$ cat src/rtl/fpu_op_scheduler_pkg.sv
`default_nettype none
// ============================================================================
// Module      : fpu_op_scheduler_pkg
// Description : Shared op tags and FSM encodings for the FPU op scheduler.
// Revision    : 1.0  initial release
// ============================================================================
package fpu_op_scheduler_pkg;

    localparam logic OP_ADD = 1'b0;
    localparam logic OP_MUL = 1'b1;

    typedef enum logic [0:0] {
        ST_RUN   = 1'b0,
        ST_DRAIN = 1'b1
    } state_t;

endpackage
`default_nettype wire

$ cat src/rtl/fpu_op_scheduler_if.sv
`default_nettype none
// ============================================================================
// Module      : fpu_op_scheduler_if
// Description : Request/grant, result handshake and counter bundle of the scheduler.
// Revision    : 1.0  initial release
// ============================================================================
interface fpu_op_scheduler_if #(
    parameter int CNT_W = 16
);
    logic             AddReq;
    logic             MulReq;
    logic             AddGnt;
    logic             MulGnt;
    logic             OpSel;
    logic             StgEn;
    logic             AlgorSel;
    logic             ResValid;
    logic             ResReady;
    logic             Drain;
    logic             Idle;
    logic [CNT_W-1:0] AddCnt;
    logic [CNT_W-1:0] MulCnt;
    logic [CNT_W-1:0] StallCnt;

    // Scheduler side
    modport master (
        input  AddReq, MulReq, ResReady, Drain,
        output AddGnt, MulGnt, OpSel, StgEn, AlgorSel, ResValid, Idle,
               AddCnt, MulCnt, StallCnt
    );

    // Requesters / result consumer side
    modport slave (
        output AddReq, MulReq, ResReady, Drain,
        input  AddGnt, MulGnt, OpSel, StgEn, AlgorSel, ResValid, Idle,
               AddCnt, MulCnt, StallCnt
    );
endinterface
`default_nettype wire

$ cat src/rtl/fpu_sched_arb.sv
`default_nettype none
// ============================================================================
// Module      : fpu_sched_arb
// Description : Two-way round-robin arbiter (bit0 = ADD, bit1 = MUL).
// Revision    : 1.0  initial release
// ============================================================================
module fpu_sched_arb
    import fpu_op_scheduler_pkg::*;
(
    input  wire logic       Clk,
    input  wire logic       Rst_n,
    input  wire logic [1:0] Req,
    input  wire logic       Enable,
    output logic      [1:0] Gnt,
    output logic            Winner
);

    logic r_lastGnt;

    // Contention goes to whichever side did not win last time
    always_comb begin
        Winner = OP_ADD;
        case (Req)
            2'b01:   Winner = OP_ADD;
            2'b10:   Winner = OP_MUL;
            2'b11:   Winner = ~r_lastGnt;
            default: Winner = OP_ADD;
        endcase
    end

    always_comb begin
        Gnt = 2'b00;
        if (Enable && (|Req)) begin
            Gnt = (Winner == OP_MUL) ? 2'b10 : 2'b01;
        end
    end

    always_ff @(posedge Clk or negedge Rst_n) begin
        if (!Rst_n) begin
            r_lastGnt <= OP_MUL;
        end else if (Enable && (|Req)) begin
            r_lastGnt <= Winner;
        end
    end

endmodule
`default_nettype wire

$ cat src/rtl/fpu_op_scheduler.sv
`default_nettype none
// ============================================================================
// Module      : fpu_op_scheduler
// Description : Issue arbitration and op-tag pipeline for the shared ADD/MUL FPU.
//               FPU_SCHED_PERF_EN enables the saturating performance counters.
// Revision    : 1.0  initial release
// ============================================================================
module fpu_op_scheduler
    import fpu_op_scheduler_pkg::*;
#(
    parameter int PIPE_DEPTH = 3,
    parameter int CNT_W      = 16
) (
    input  wire logic           Clk,
    input  wire logic           Rst_n,
    fpu_op_scheduler_if.master  bus
);

    state_t                r_state;
    state_t                w_stateNext;
    logic [PIPE_DEPTH-1:0] r_valid;
    logic [PIPE_DEPTH-1:0] r_tag;
    wire  [PIPE_DEPTH-1:0] w_validNext;
    wire  [PIPE_DEPTH-1:0] w_tagNext;
    logic                  r_opSel;
    logic                  w_run;
    logic                  w_anyReq;
    logic                  w_advance;
    logic                  w_enable;
    logic                  w_winner;
    logic                  w_issue;
    logic                  w_issueOp;
    logic [1:0]            w_req;
    logic [1:0]            w_gnt;

    assign w_req     = {bus.MulReq, bus.AddReq};
    assign w_anyReq  = |w_req;
    assign w_advance = ~r_valid[PIPE_DEPTH-1] | bus.ResReady;

    // Drain takes effect in the cycle it is raised, so RUN only issues with Drain low
    always_comb begin
        w_stateNext = r_state;
        w_run       = 1'b0;
        case (r_state)
            ST_RUN: begin
                if (bus.Drain) begin
                    w_stateNext = ST_DRAIN;
                end else begin
                    w_run = 1'b1;
                end
            end
            ST_DRAIN: begin
                if (!bus.Drain) begin
                    w_stateNext = ST_RUN;
                end
            end
            default: w_stateNext = ST_RUN;
        endcase
    end

    assign w_enable = w_advance & w_run & Rst_n;

    fpu_sched_arb u_arb (
        .Clk    (Clk),
        .Rst_n  (Rst_n),
        .Req    (w_req),
        .Enable (w_enable),
        .Gnt    (w_gnt),
        .Winner (w_winner)
    );

    assign w_issue   = |w_gnt;
    assign w_issueOp = w_gnt[1] ? OP_MUL : OP_ADD;

    // Bubbles enter stage 1 carrying the ADD tag
    generate
        for (genvar k = 0; k < PIPE_DEPTH; k++) begin : g_stage
            if (k == 0) begin : g_head
                assign w_validNext[k] = w_issue;
                assign w_tagNext[k]   = w_issueOp;
            end else begin : g_shift
                assign w_validNext[k] = r_valid[k-1];
                assign w_tagNext[k]   = r_tag[k-1];
            end
        end
    endgenerate

    always_ff @(posedge Clk or negedge Rst_n) begin
        if (!Rst_n) begin
            r_state <= ST_RUN;
            r_valid <= '0;
            r_tag   <= '0;
            r_opSel <= OP_ADD;
        end else begin
            r_state <= w_stateNext;
            if (w_advance) begin
                r_valid <= w_validNext;
                r_tag   <= w_tagNext;
            end
            if (w_anyReq) begin
                r_opSel <= w_winner;
            end
        end
    end

    assign bus.AddGnt   = w_gnt[0];
    assign bus.MulGnt   = w_gnt[1];
    assign bus.OpSel    = Rst_n & (w_anyReq ? w_winner : r_opSel);
    assign bus.StgEn    = w_advance;
    assign bus.AlgorSel = r_tag[PIPE_DEPTH-1];
    assign bus.ResValid = r_valid[PIPE_DEPTH-1];
    assign bus.Idle     = ~(|r_valid) & ((r_state == ST_DRAIN) | ~w_anyReq | ~Rst_n);

`ifdef FPU_SCHED_PERF_EN
    localparam logic [CNT_W-1:0] c_cntMax = {CNT_W{1'b1}};

    logic [CNT_W-1:0] r_addCnt;
    logic [CNT_W-1:0] r_mulCnt;
    logic [CNT_W-1:0] r_stallCnt;

    always_ff @(posedge Clk or negedge Rst_n) begin
        if (!Rst_n) begin
            r_addCnt   <= '0;
            r_mulCnt   <= '0;
            r_stallCnt <= '0;
        end else if (r_valid[PIPE_DEPTH-1]) begin
            if (bus.ResReady) begin
                if (r_tag[PIPE_DEPTH-1] == OP_MUL) begin
                    if (r_mulCnt != c_cntMax) r_mulCnt <= r_mulCnt + 1'b1;
                end else begin
                    if (r_addCnt != c_cntMax) r_addCnt <= r_addCnt + 1'b1;
                end
            end else if (r_stallCnt != c_cntMax) begin
                r_stallCnt <= r_stallCnt + 1'b1;
            end
        end
    end

    assign bus.AddCnt   = r_addCnt;
    assign bus.MulCnt   = r_mulCnt;
    assign bus.StallCnt = r_stallCnt;
`else
    assign bus.AddCnt   = {CNT_W{1'b0}};
    assign bus.MulCnt   = {CNT_W{1'b0}};
    assign bus.StallCnt = {CNT_W{1'b0}};
`endif

endmodule
`default_nettype wire

$ cat src/flat_wrapper.sv
// flat-port wrapper written by rule: the top's interface ports become plain ports
module fpu_op_scheduler_flat import fpu_op_scheduler_pkg::*;
#(
    parameter int PIPE_DEPTH = 3,
    parameter int CNT_W      = 16
)
  (Clk, Rst_n, bus_AddReq, bus_MulReq, bus_ResReady, bus_Drain, bus_AddGnt, bus_MulGnt, bus_OpSel, bus_StgEn, bus_AlgorSel, bus_ResValid, bus_Idle, bus_AddCnt, bus_MulCnt, bus_StallCnt);
  fpu_op_scheduler_if #(.CNT_W(CNT_W)) bus_i ();
  input  wire logic Clk;
  input  wire logic Rst_n;
  input wire logic [$bits(bus_i.AddReq)-1:0] bus_AddReq;
  input wire logic [$bits(bus_i.MulReq)-1:0] bus_MulReq;
  input wire logic [$bits(bus_i.ResReady)-1:0] bus_ResReady;
  input wire logic [$bits(bus_i.Drain)-1:0] bus_Drain;
  output wire logic [$bits(bus_i.AddGnt)-1:0] bus_AddGnt;
  output wire logic [$bits(bus_i.MulGnt)-1:0] bus_MulGnt;
  output wire logic [$bits(bus_i.OpSel)-1:0] bus_OpSel;
  output wire logic [$bits(bus_i.StgEn)-1:0] bus_StgEn;
  output wire logic [$bits(bus_i.AlgorSel)-1:0] bus_AlgorSel;
  output wire logic [$bits(bus_i.ResValid)-1:0] bus_ResValid;
  output wire logic [$bits(bus_i.Idle)-1:0] bus_Idle;
  output wire logic [$bits(bus_i.AddCnt)-1:0] bus_AddCnt;
  output wire logic [$bits(bus_i.MulCnt)-1:0] bus_MulCnt;
  output wire logic [$bits(bus_i.StallCnt)-1:0] bus_StallCnt;
  assign bus_i.AddReq = bus_AddReq;
  assign bus_i.MulReq = bus_MulReq;
  assign bus_i.ResReady = bus_ResReady;
  assign bus_i.Drain = bus_Drain;
  assign bus_AddGnt = bus_i.AddGnt;
  assign bus_MulGnt = bus_i.MulGnt;
  assign bus_OpSel = bus_i.OpSel;
  assign bus_StgEn = bus_i.StgEn;
  assign bus_AlgorSel = bus_i.AlgorSel;
  assign bus_ResValid = bus_i.ResValid;
  assign bus_Idle = bus_i.Idle;
  assign bus_AddCnt = bus_i.AddCnt;
  assign bus_MulCnt = bus_i.MulCnt;
  assign bus_StallCnt = bus_i.StallCnt;
  fpu_op_scheduler #(.PIPE_DEPTH(PIPE_DEPTH), .CNT_W(CNT_W)) u_core (.Clk(Clk), .Rst_n(Rst_n), .bus(bus_i));
endmodule
$ cat config.mk
export PLATFORM = sky130hd
export DESIGN_NAME = fpu_op_scheduler_flat
export DESIGN_NICKNAME = d
export VERILOG_FILES = /design/src/rtl/fpu_op_scheduler_pkg.sv /design/src/rtl/fpu_op_scheduler_if.sv /design/src/rtl/fpu_sched_arb.sv /design/src/rtl/fpu_op_scheduler.sv /design/src/flat_wrapper.sv
export SDC_FILE = /design/constraint.sdc
export NUM_CORES = 1
export LEC_CHECK = 0
export CAP_MARGIN = 25
export CORE_UTILIZATION = 55
export CTS_CLUSTER_DIAMETER = 200
export DETAILED_ROUTE_END_ITERATION = 16
export DONT_BUFFER_PORTS = 1
export GPL_ROUTABILITY_DRIVEN = 0
export PLACE_DENSITY = 0.8
export SYNTH_ARGS = -nofsm -noshare
export SYNTH_HDL_FRONTEND = slang
export SYNTH_SLANG_ARGS = --single-unit
$ cat constraint.sdc
create_clock -name Clk -period 3.15 [get_ports Clk]
set_input_delay 0.63 -clock Clk [delete_from_list [all_inputs] [get_ports Clk]]
set_output_delay 0.63 -clock Clk [all_outputs]
set_load 0.005 [all_outputs]
; ---- Word-level counts from Yosys, hierarchy flattened
; Index checks and enable logic that the tools add are counted.
[word_totals]
inputBits = 6
ramBits = 0
out_inout_bits = 55
elab_cells = 31
regBits = 9
romBits = 0
latchBits = 0
mem_count = 0
[classes]
magnitude_cmp = 0
muxes = 8
multipliers = 0
n_eq_ne = 2
bitwise_logic = 12
n_addsub = 0
shifts = 0
div_mod_pow = 0
reduce_logical = 4
[op_table]
columns = cell, n
row1 = $mux W1, 5
row2 = $not A1 Y1, 5
row3 = $and A1 B1 Y1, 4
row4 = $eq A2 B2 Y1 const B, 2
row5 = $mux W2, 2
row6 = $reduce_or A2 Y1, 2
row7 = $or A1 B1 Y1, 3
row8 = $reduce_or A3 Y1, 1
row9 = $pmux W1 S2, 1
row10 = $logic_and A1 B1 Y1, 1

; ---- Longest topological paths before layout
; Gate-level depths: netlist (run 1).
[logic_depth]
ltp_word = 7
depth_mapped = 5

; ---- Hierarchy
; From an unflattened synthesis (run 1), not the netlist that was laid out.
[unflattened]
hier_cells = 84
hier_area_um2 = 792.0
[by_module_without_submodules]
columns = mod, cells_per_inst, instances, area_per_inst_um2
row1 = fpu_op_scheduler, 76, 1, 724.4
row2 = fpu_sched_arb, 8, 1, 67.6

; ---- Least setup slack after synthesis (run 1)
; Ideal clock, no wire load.
[synth_timing]
path_type = input port to output port
startpoint = in Rst_n
endpoint = out bus_AddGnt
t_required_ns = 2.520
n_path_buf = 0
setup_slack_ns = 1.318
arrival_ns = 1.202
stages = 3
cell_sequence = nand2b_4 > nor4_4 > nor2b_1
[synth_between]
elab_chain_len = 3
[synth_rtl]
columns = item, line_no
row1 = "start, declared", flat_wrapper.sv:10  ; input wire logic Rst_n;
row2 = $and A1 B1 Y1, fpu_op_scheduler.sv:61  ; assign w_enable = w_advance & w_run & Rst_n;
row3 = $logic_and A1 B1 Y1, fpu_sched_arb.sv:33  ; if (Enable && (|Req)) begin
row4 = $mux W2, fpu_sched_arb.sv:33
row5 = "end, declared", flat_wrapper.sv:15  ; output wire logic [$bits(bus_i.AddGnt)-1:0] bus_AddGnt;
; No other way between the ends.

; ---- Final worst setup path (run 1)
[layout_timing]
startpoint = reg u_core.r_valid[2]
endpoint = out bus_MulGnt
[layout_between]
elab_chain_len = 6
[layout_rtl]
columns = item, line_no
row1 = "start, declared", fpu_op_scheduler.sv:21  ; logic [PIPE_DEPTH-1:0] r_valid;
row2 = "start signal, assigned", fpu_op_scheduler.sv:97  ; r_valid <= w_validNext;
row3 = $not A1 Y1, fpu_op_scheduler.sv:38  ; assign w_advance = ~r_valid[PIPE_DEPTH-1] | bus.ResReady;
row4 = $or A1 B1 Y1, fpu_op_scheduler.sv:38
row5 = $and A1 B1 Y1 (2 in a row), fpu_op_scheduler.sv:61
row6 = $logic_and A1 B1 Y1, fpu_sched_arb.sv:33
row7 = $mux W2, fpu_sched_arb.sv:33
row8 = "end, declared", flat_wrapper.sv:16  ; output wire logic [$bits(bus_i.MulGnt)-1:0] bus_MulGnt;
; No other way between the ends.

==> results of run 1 <==
[kinds of logic after synthesis]
family	Yosys count	share of synthesized area
other	1	0.004858
muxes	1	0.01944
and+or+nand+nor	18	0.1410
AOI/OAI and AO/OA	5	0.05025
DFF	9	0.2934
buffers and inverters	51	0.4911
[synthesized netlist by cell type]
cell type,n,area (sq um)
nor2_1,1,3.750
nor2b_1,2,12.51
o21a_1,1,7.510
buf_6,1,11.26
dfrtp_1,8,200.2
a21o_1,2,15.01
a22o_1,1,8.760
and2_1,2,12.51
mux2_4,1,15.01
inv_1,2,7.510
nor4_4,1,21.27
nand2b_4,1,13.76
a21boi_1,1,7.510
conb_1,1,3.750
nand2_1,9,33.78
dfstp_2,1,26.28
nor3_1,1,5.000
buf_4,48,360.4
nand2b_1,1,6.260
[state kept, by name, indices dropped and copies added, names as in the netlist]
name / cells
u_core.r_tag: 3
u_core.r_valid: 3
u_core.r_opSel: 1
u_core.r_state: 1
u_core.u_arb.r_lastGnt: 1
[layout make-up]
type	instances	area share
Clock buffer	4	0.04225
Inverter	2	0.01207
Sequential cell	9	0.3642
Tap cell	15	0.03018
Multi-Input combinational cell	72	0.5513
[metrics by stage]
step / setup slack, ns / instances
2_1_floorplan: 1.318 / 132
3_3_place_gp: 1.145 / 98
3_5_place_dp: 1.156 / 98
4_1_cts: 1.063 / 102
5_1_grt: 0.9781 / 102
6_report: 1.094 / 102
[routing by layer]
metal,share of wire,vias up
met5,0,-
met4,0,0
met3,0.12,0
met2,0.48,32
met1,0.40,167
li1,-,171
[worst max path at each step]
stage	depth (start not counted)	slack [ns]	from	to
finish	3	1.09	u_core.r_valid[2]	bus_MulGnt
global route	3	0.98	u_core.r_valid[2]	bus_MulGnt
CTS	3	1.06	u_core.r_valid[2]	bus_MulGnt
detailed placement	3	1.16	bus_ResReady	bus_MulGnt
global placement	3	1.15	bus_ResReady	bus_MulGnt
floorplan	3	1.32	Rst_n	bus_AddGnt
[power by group through the flow]
stage          clock network, uW  logic (uW)  registers (uW)
2_1_floorplan                  0        81.7             135
3_3_place_gp                   0        39.1             136
3_5_place_dp                   0        39.9             136
4_1_cts                     93.9        39.7             135
5_1_grt                     99.1        49.3             136
6_report                    88.4        40.3             135
==> results.sh, run 1 <==
export IMPL_drv_cap=0
export IMPL_vdd_drop_max_mv=0.2412
export IMPL_dieArea_sq_um=1557
export IMPL_pwr_share_comb=0.153
export IMPL_finalPower_uw=263.3
export IMPL_crit_type="flop to output pin"
export IMPL_portBuffers=0
export IMPL_cts_buffers=3
export IMPL_register_area_sq_um=226.5
export IMPL_fin_util=0.4779
export IMPL_arrival_ns=1.43
export IMPL_drc_errors=0
export IMPL_final_setup_viol_count=0
export IMPL_fin_area_sq_um=621.8
export IMPL_ys_warn_count=0
export IMPL_cpPeakStageDelay_ns=0.50
export IMPL_die_y_um=39.47
export IMPL_htreeDepth=1
export IMPL_placementRows=13
export IMPL_tns_ns=0
export IMPL_avgSynthCellArea_sq_um=9.082
export IMPL_cts_root_buf="clkbuf_4"
export IMPL_timing_rr_start="u_core.r_valid[2]"
export IMPL_cts_tree="done"
export IMPL_placed_area_sq_um=595.6
export IMPL_first_iter_violations=0
export IMPL_reg2reg_depth=4
export IMPL_rrSetupSlack_ns=1.77
export IMPL_use_met3=0.04545
export IMPL_hold_worst_slack_ns=0.06248
export IMPL_cts_sinks=9
export IMPL_mostFrequentLayoutCells="conb_1, nand2_1, dfrtp_1, clkbuf_4"
export IMPL_start_util=0.5933
export IMPL_finalCritPeriodShare=0.6527
export IMPL_seqPwrFrac=0.511
export IMPL_path_buf_inv=0
export IMPL_fin_skew_ns=0.002919
export IMPL_insertion_delay_ns=0.26
export IMPL_critical_path_cell_chain="nor2b_1, nor4_4, and2_1"
export IMPL_synth_seq_area_share=0.2934
export IMPL_synth_cells=85
export IMPL_die_x_um=39.47
export IMPL_cts_setup_buffers=0
export IMPL_min_path_type="input port to async pin"
export IMPL_nNetsFinal=94
export IMPL_netlist_area_sq_um=772.0
export IMPL_cts_buffer_depth=2
export IMPL_cts_resized=0
export IMPL_grt_use_met2=0.1721
export IMPL_required_ns=2.52
export IMPL_maxSlewViolCount=0
export IMPL_final_hold_violation_count=0
export IMPL_slew_headroom=0.6221
export IMPL_met1_usage=0.1166
export IMPL_power_net_switching_uw=71.55
export IMPL_multi_input_area_sq_um=342.8
export IMPL_coreArea_sq_um=1301
export IMPL_internal_power_uw=191.8
export IMPL_timing_final_crit_period_ns=2.056
export IMPL_rsz0062_at_grt="no"
export IMPL_wl_per_cell_um=7.461
export IMPL_pin_count=61
export IMPL_antenna_left=0
export IMPL_fillers=140
export IMPL_grt_ovfl_total=0
export IMPL_holdBufCountCts=0
export IMPL_antenna_found_initial=0
export IMPL_crit_family="simple AND/OR/NAND/NOR gates"
export IMPL_num_vias=370
export IMPL_area_growth_pct=-19.45
export IMPL_crit_path_top_delay_cell="nor2b_1"
export IMPL_clk_pin_slew_ns=0.06
export IMPL_viasPerCell=3.627
export IMPL_switching_share=0.2717
export IMPL_powerDensity_nw_per_um2=423.5
export IMPL_status="finished clean"
export IMPL_wl_um=761
export IMPL_critPathMaxFanout=7
export IMPL_yosysUniqueCellTypes=19
export IMPL_drive_above_1_share=0.08046
export IMPL_worstMarginPinSlew_ns=0.5658
export IMPL_diodes=0
export IMPL_final_common_cell="conb_1"
export IMPL_critPathCaptureType="output pin"
export IMPL_track_usage=0.1097
export IMPL_dp_final_hpwl_um=632.1
export IMPL_ys_ff_latch=9
export IMPL_leakagePower_uw=0.0003781
export IMPL_clkPwrFrac=0.336
export IMPL_grt_max_degree=12
export IMPL_grt_pass1_vias=285
export IMPL_start_kind="flop"
export IMPL_fmax_mhz=486.4
export IMPL_grt_first_pass_wirelength_mm=1.069
export IMPL_top_usage_layer="met2"
export IMPL_firstDrtPassIters=1
export IMPL_reg2reg_to="u_core.r_valid[1]"
(Power assumes the default switching activity.)
==> inputs of run 2 (changes only) <==
--- a/config.mk
+++ b/config.mk
@@ -5,13 +5,14 @@
 export SDC_FILE = /design/constraint.sdc
 export NUM_CORES = 1
 export LEC_CHECK = 0
+export ABC_AREA = 1
 export CAP_MARGIN = 25
-export CORE_UTILIZATION = 55
+export CORE_UTILIZATION = 54
 export CTS_CLUSTER_DIAMETER = 200
 export DETAILED_ROUTE_END_ITERATION = 16
 export DONT_BUFFER_PORTS = 1
 export GPL_ROUTABILITY_DRIVEN = 0
-export PLACE_DENSITY = 0.8
+export PLACE_DENSITY = 0.82
 export SYNTH_ARGS = -nofsm -noshare
 export SYNTH_HDL_FRONTEND = slang
 export SYNTH_SLANG_ARGS = --single-unit
==> constraint.sdc (replaced) <==
create_clock -name Clk -period 1.66 [get_ports Clk]
set_input_delay 0.332 -clock Clk [delete_from_list [all_inputs] [get_ports Clk]]
set_output_delay 0.332 -clock Clk [all_outputs]
set_load 0.005 [all_outputs]
==> run 2 against run 1 <==
- hold slack improved by 0.035 ns
- via count increased by 15%
- combinational power increased by 99%
- largest power group unchanged
==> results.sh, run 2 <==
export IMPL_ys_ff_latch=9
export IMPL_internal_power_uw=351.9
export IMPL_m1WireLength_um=290
export IMPL_synth_flop_cell="dfrtp_1"
export IMPL_yosys_top_cells_count="buf_4, nand2_1, dfrtp_1, inv_1, nor2_1"
export IMPL_dieArea_sq_um=1563
export IMPL_nNetsFinal=106
export IMPL_cts_root_buf="clkbuf_4"
export IMPL_wl_per_cell_um=8.149
export IMPL_pwr_share_comb=0.160
export IMPL_area_growth_pct=-16.94
export IMPL_grt_pass1_vias=323
export IMPL_avgSynthCellArea_sq_um=8.008
export IMPL_timing_final_crit_period_ns=1.516
export IMPL_synthTopCellsByArea="buf_4, dfrtp_1, nand2_1, inv_1, dfstp_2"
export IMPL_path_buf_inv=2
export IMPL_clkPwrFrac=0.335
export IMPL_crit_family="flip-flops"
export IMPL_dpl_cell_count=109
export IMPL_synth_most_common_cell="buf_4"
export IMPL_grt_ovfl_total=0
export IMPL_required_ns=1.33
export IMPL_final_hold_violation_count=0
export IMPL_grt_max_degree=10
export IMPL_min_path_type="input port to flop"
export IMPL_netlist_top_cell_by_area="buf_4"
export IMPL_drc_errors=0
export IMPL_diodes=0
export IMPL_pin_count=61
export IMPL_antenna_found_initial=0
export IMPL_grt_first_pass_wirelength_mm=1.193
export IMPL_coreArea_sq_um=1301
export IMPL_fillers=146
export IMPL_top_layer_used="met4"
export IMPL_die_x_um=39.54
export IMPL_antenna_left=0
export IMPL_firstDrtPassIters=3
export IMPL_leakagePower_uw=0.0003964
export IMPL_mostFrequentLayoutCells="conb_1, nand2_1, inv_1, dfrtp_1, nor2_1"
export IMPL_final_setup_viol_count=0
export IMPL_insertion_delay_ns=0.26
export IMPL_met2_wirelength_um=505
export IMPL_cts_sinks=9
export IMPL_die_y_um=39.54
export IMPL_synth_cells=95
export IMPL_rsz0062_at_grt="no"
export IMPL_seqPwrFrac=0.505
export IMPL_crit_type="flop to output pin"
export IMPL_viasPerCell=3.746
export IMPL_netlist_area_sq_um=760.7
export IMPL_cts_resized=0
export IMPL_vdd_drop_max_mv=0.4418
export IMPL_cts_setup_buffers=0
export IMPL_critical_path_cell_chain="nand2_1, nand2_1, inv_1, nand3_1, inv_1"
export IMPL_powerDensity_nw_per_um2=790.4
export IMPL_fin_skew_ns=0.005252
export IMPL_layout_cells_non_filler=114
export IMPL_synth_edf_count=0
export IMPL_finalPower_uw=499.4
export IMPL_cpPeakStageDelay_ns=0.53
export IMPL_fin_area_sq_um=631.9
export IMPL_drive_above_1_share=0.1010
export IMPL_drv_cap=0
export IMPL_cts_buffer_depth=2
export IMPL_maxSlewViolCount=0
export IMPL_synth_top_cell_area_share=0.4737
export IMPL_start_kind="flop"
export IMPL_htreeDepth=1
export IMPL_track_usage=0.1205
export IMPL_power_net_switching_uw=147.5
export IMPL_final_common_cell="conb_1"
export IMPL_wl_um=929
export IMPL_ys_warn_count=0
export IMPL_reg_top3="u_core.r_tag (3), u_core.r_valid (3)"
export IMPL_finalCritPeriodShare=0.9132
export IMPL_wl_met3_um=118
export IMPL_yosysUniqueCellTypes=14
export IMPL_dp_final_hpwl_um=775.7
export IMPL_tns_ns=0
export IMPL_cts_tree="done"
export IMPL_status="finished clean"
export IMPL_switching_share=0.2953
export IMPL_portBuffers=0
export IMPL_synth_seq_area_share=0.2977
export IMPL_critPathCaptureType="output pin"
export IMPL_synth_async_reset_ratio=1.000
export IMPL_first_iter_violations=8
export IMPL_arrival_ns=1.18
export IMPL_crit_path_top_delay_cell="dfstp_2"
export IMPL_critPathMaxFanout=3
export IMPL_cts_buffers=3
export IMPL_start_util=0.5846
export IMPL_num_vias=427
export IMPL_clk_pin_slew_ns=0.06
export IMPL_placementRows=13
export IMPL_placed_area_sq_um=595.6
export IMPL_rrSetupSlack_ns=0.62
export IMPL_fmax_mhz=659.7
[run 2: cell count changes in the layout (fill, tap and decap cells not counted), moves of 2 or more]
cell,before,now
inv_1,2,8
and2_1,2,0
inv_2,0,2
o21ai_0,0,2
nor2_1,1,4
a21o_1,2,0
nand3_1,0,2
nand2_1,9,14
o21ai_2,0,2
nor2b_1,2,0
[run 2: logic make-up after synthesis]
| kind of cell | synth area share |
|---|---|
| AO/OA/AOI/OAI | 0.05758 |
| other | 0.004929 |
| flip-flops | 0.2977 |
| buffers and inverters | 0.5230 |
| AND/OR/NAND/NOR | 0.1168 |
[run 2: stage by stage]
| step | hold slack [ns] | utilization | setup slack [ns] |
|---|---|---|---|
| 3_3_place_gp | 0.03663 | 0.4577 | 0.4290 |
| 5_1_grt | 0.08334 | 0.4856 | 0.02777 |
| 3_5_place_dp | 0.03665 | 0.4577 | 0.4119 |
| 2_1_floorplan | 0.03641 | - | 0.5029 |
| 6_report | 0.09716 | 0.4856 | 0.1441 |
| 4_1_cts | 0.09264 | 0.4856 | 0.1218 |
[run 2: power by group through the flow]
stage / combinational (uW) / clock [uW] / sequential [uW]
after floorplan: 147 / 0 / 254
after global placement: 70.8 / 0 / 255
after detailed placement: 72.7 / 0 / 256
after CTS: 79.1 / 175 / 252
after global routing: 97.9 / 190 / 254
final: 80.1 / 167 / 252
[run 2: layout make-up]
| cell class | instances | area, sq um | area share |
|---|---|---|---|
| Clock buffer | 4 | 26.28 | 0.04158 |
| Timing Repair Buffer | 1 | 10.01 | 0.01584 |
| Tap cell | 15 | 18.77 | 0.02970 |
| Multi-Input combinational cell | 75 | 312.8 | 0.4950 |
| Inverter | 10 | 37.54 | 0.05941 |
| Sequential cell | 9 | 226.5 | 0.3584 |
[run 2: worst paths after layout]
| kind | depth (start not counted) | to | start |
|---|---|---|---|
| max in group asynchronous | 1 | u_core.u_arb.r_lastGnt | Rst_n |
| min in group asynchronous | 1 | u_core.r_valid[1] | Rst_n |
| max | 5 | bus_MulGnt | u_core.u_arb.r_lastGnt |
| max reg2reg | 5 | u_core.r_tag[0] | u_core.u_arb.r_lastGnt |
| min | 0 | u_core.r_state | bus_Drain |
| min reg2reg | 2 | u_core.u_arb.r_lastGnt | u_core.u_arb.r_lastGnt |
[run 2: layer usage]
layer,up-vias,GRT usage
met5,-,0
li1,196,-
met2,33,0.1885
met3,2,0.05114
met1,196,0.1170
met4,0,0.1121
[run 2: what timing repair did]
item | in CTS | in global routing
endpoints found under the setup margin | 0 | 0
endpoints found under the hold margin | 9 | 0
hold buffers | 1 | 0
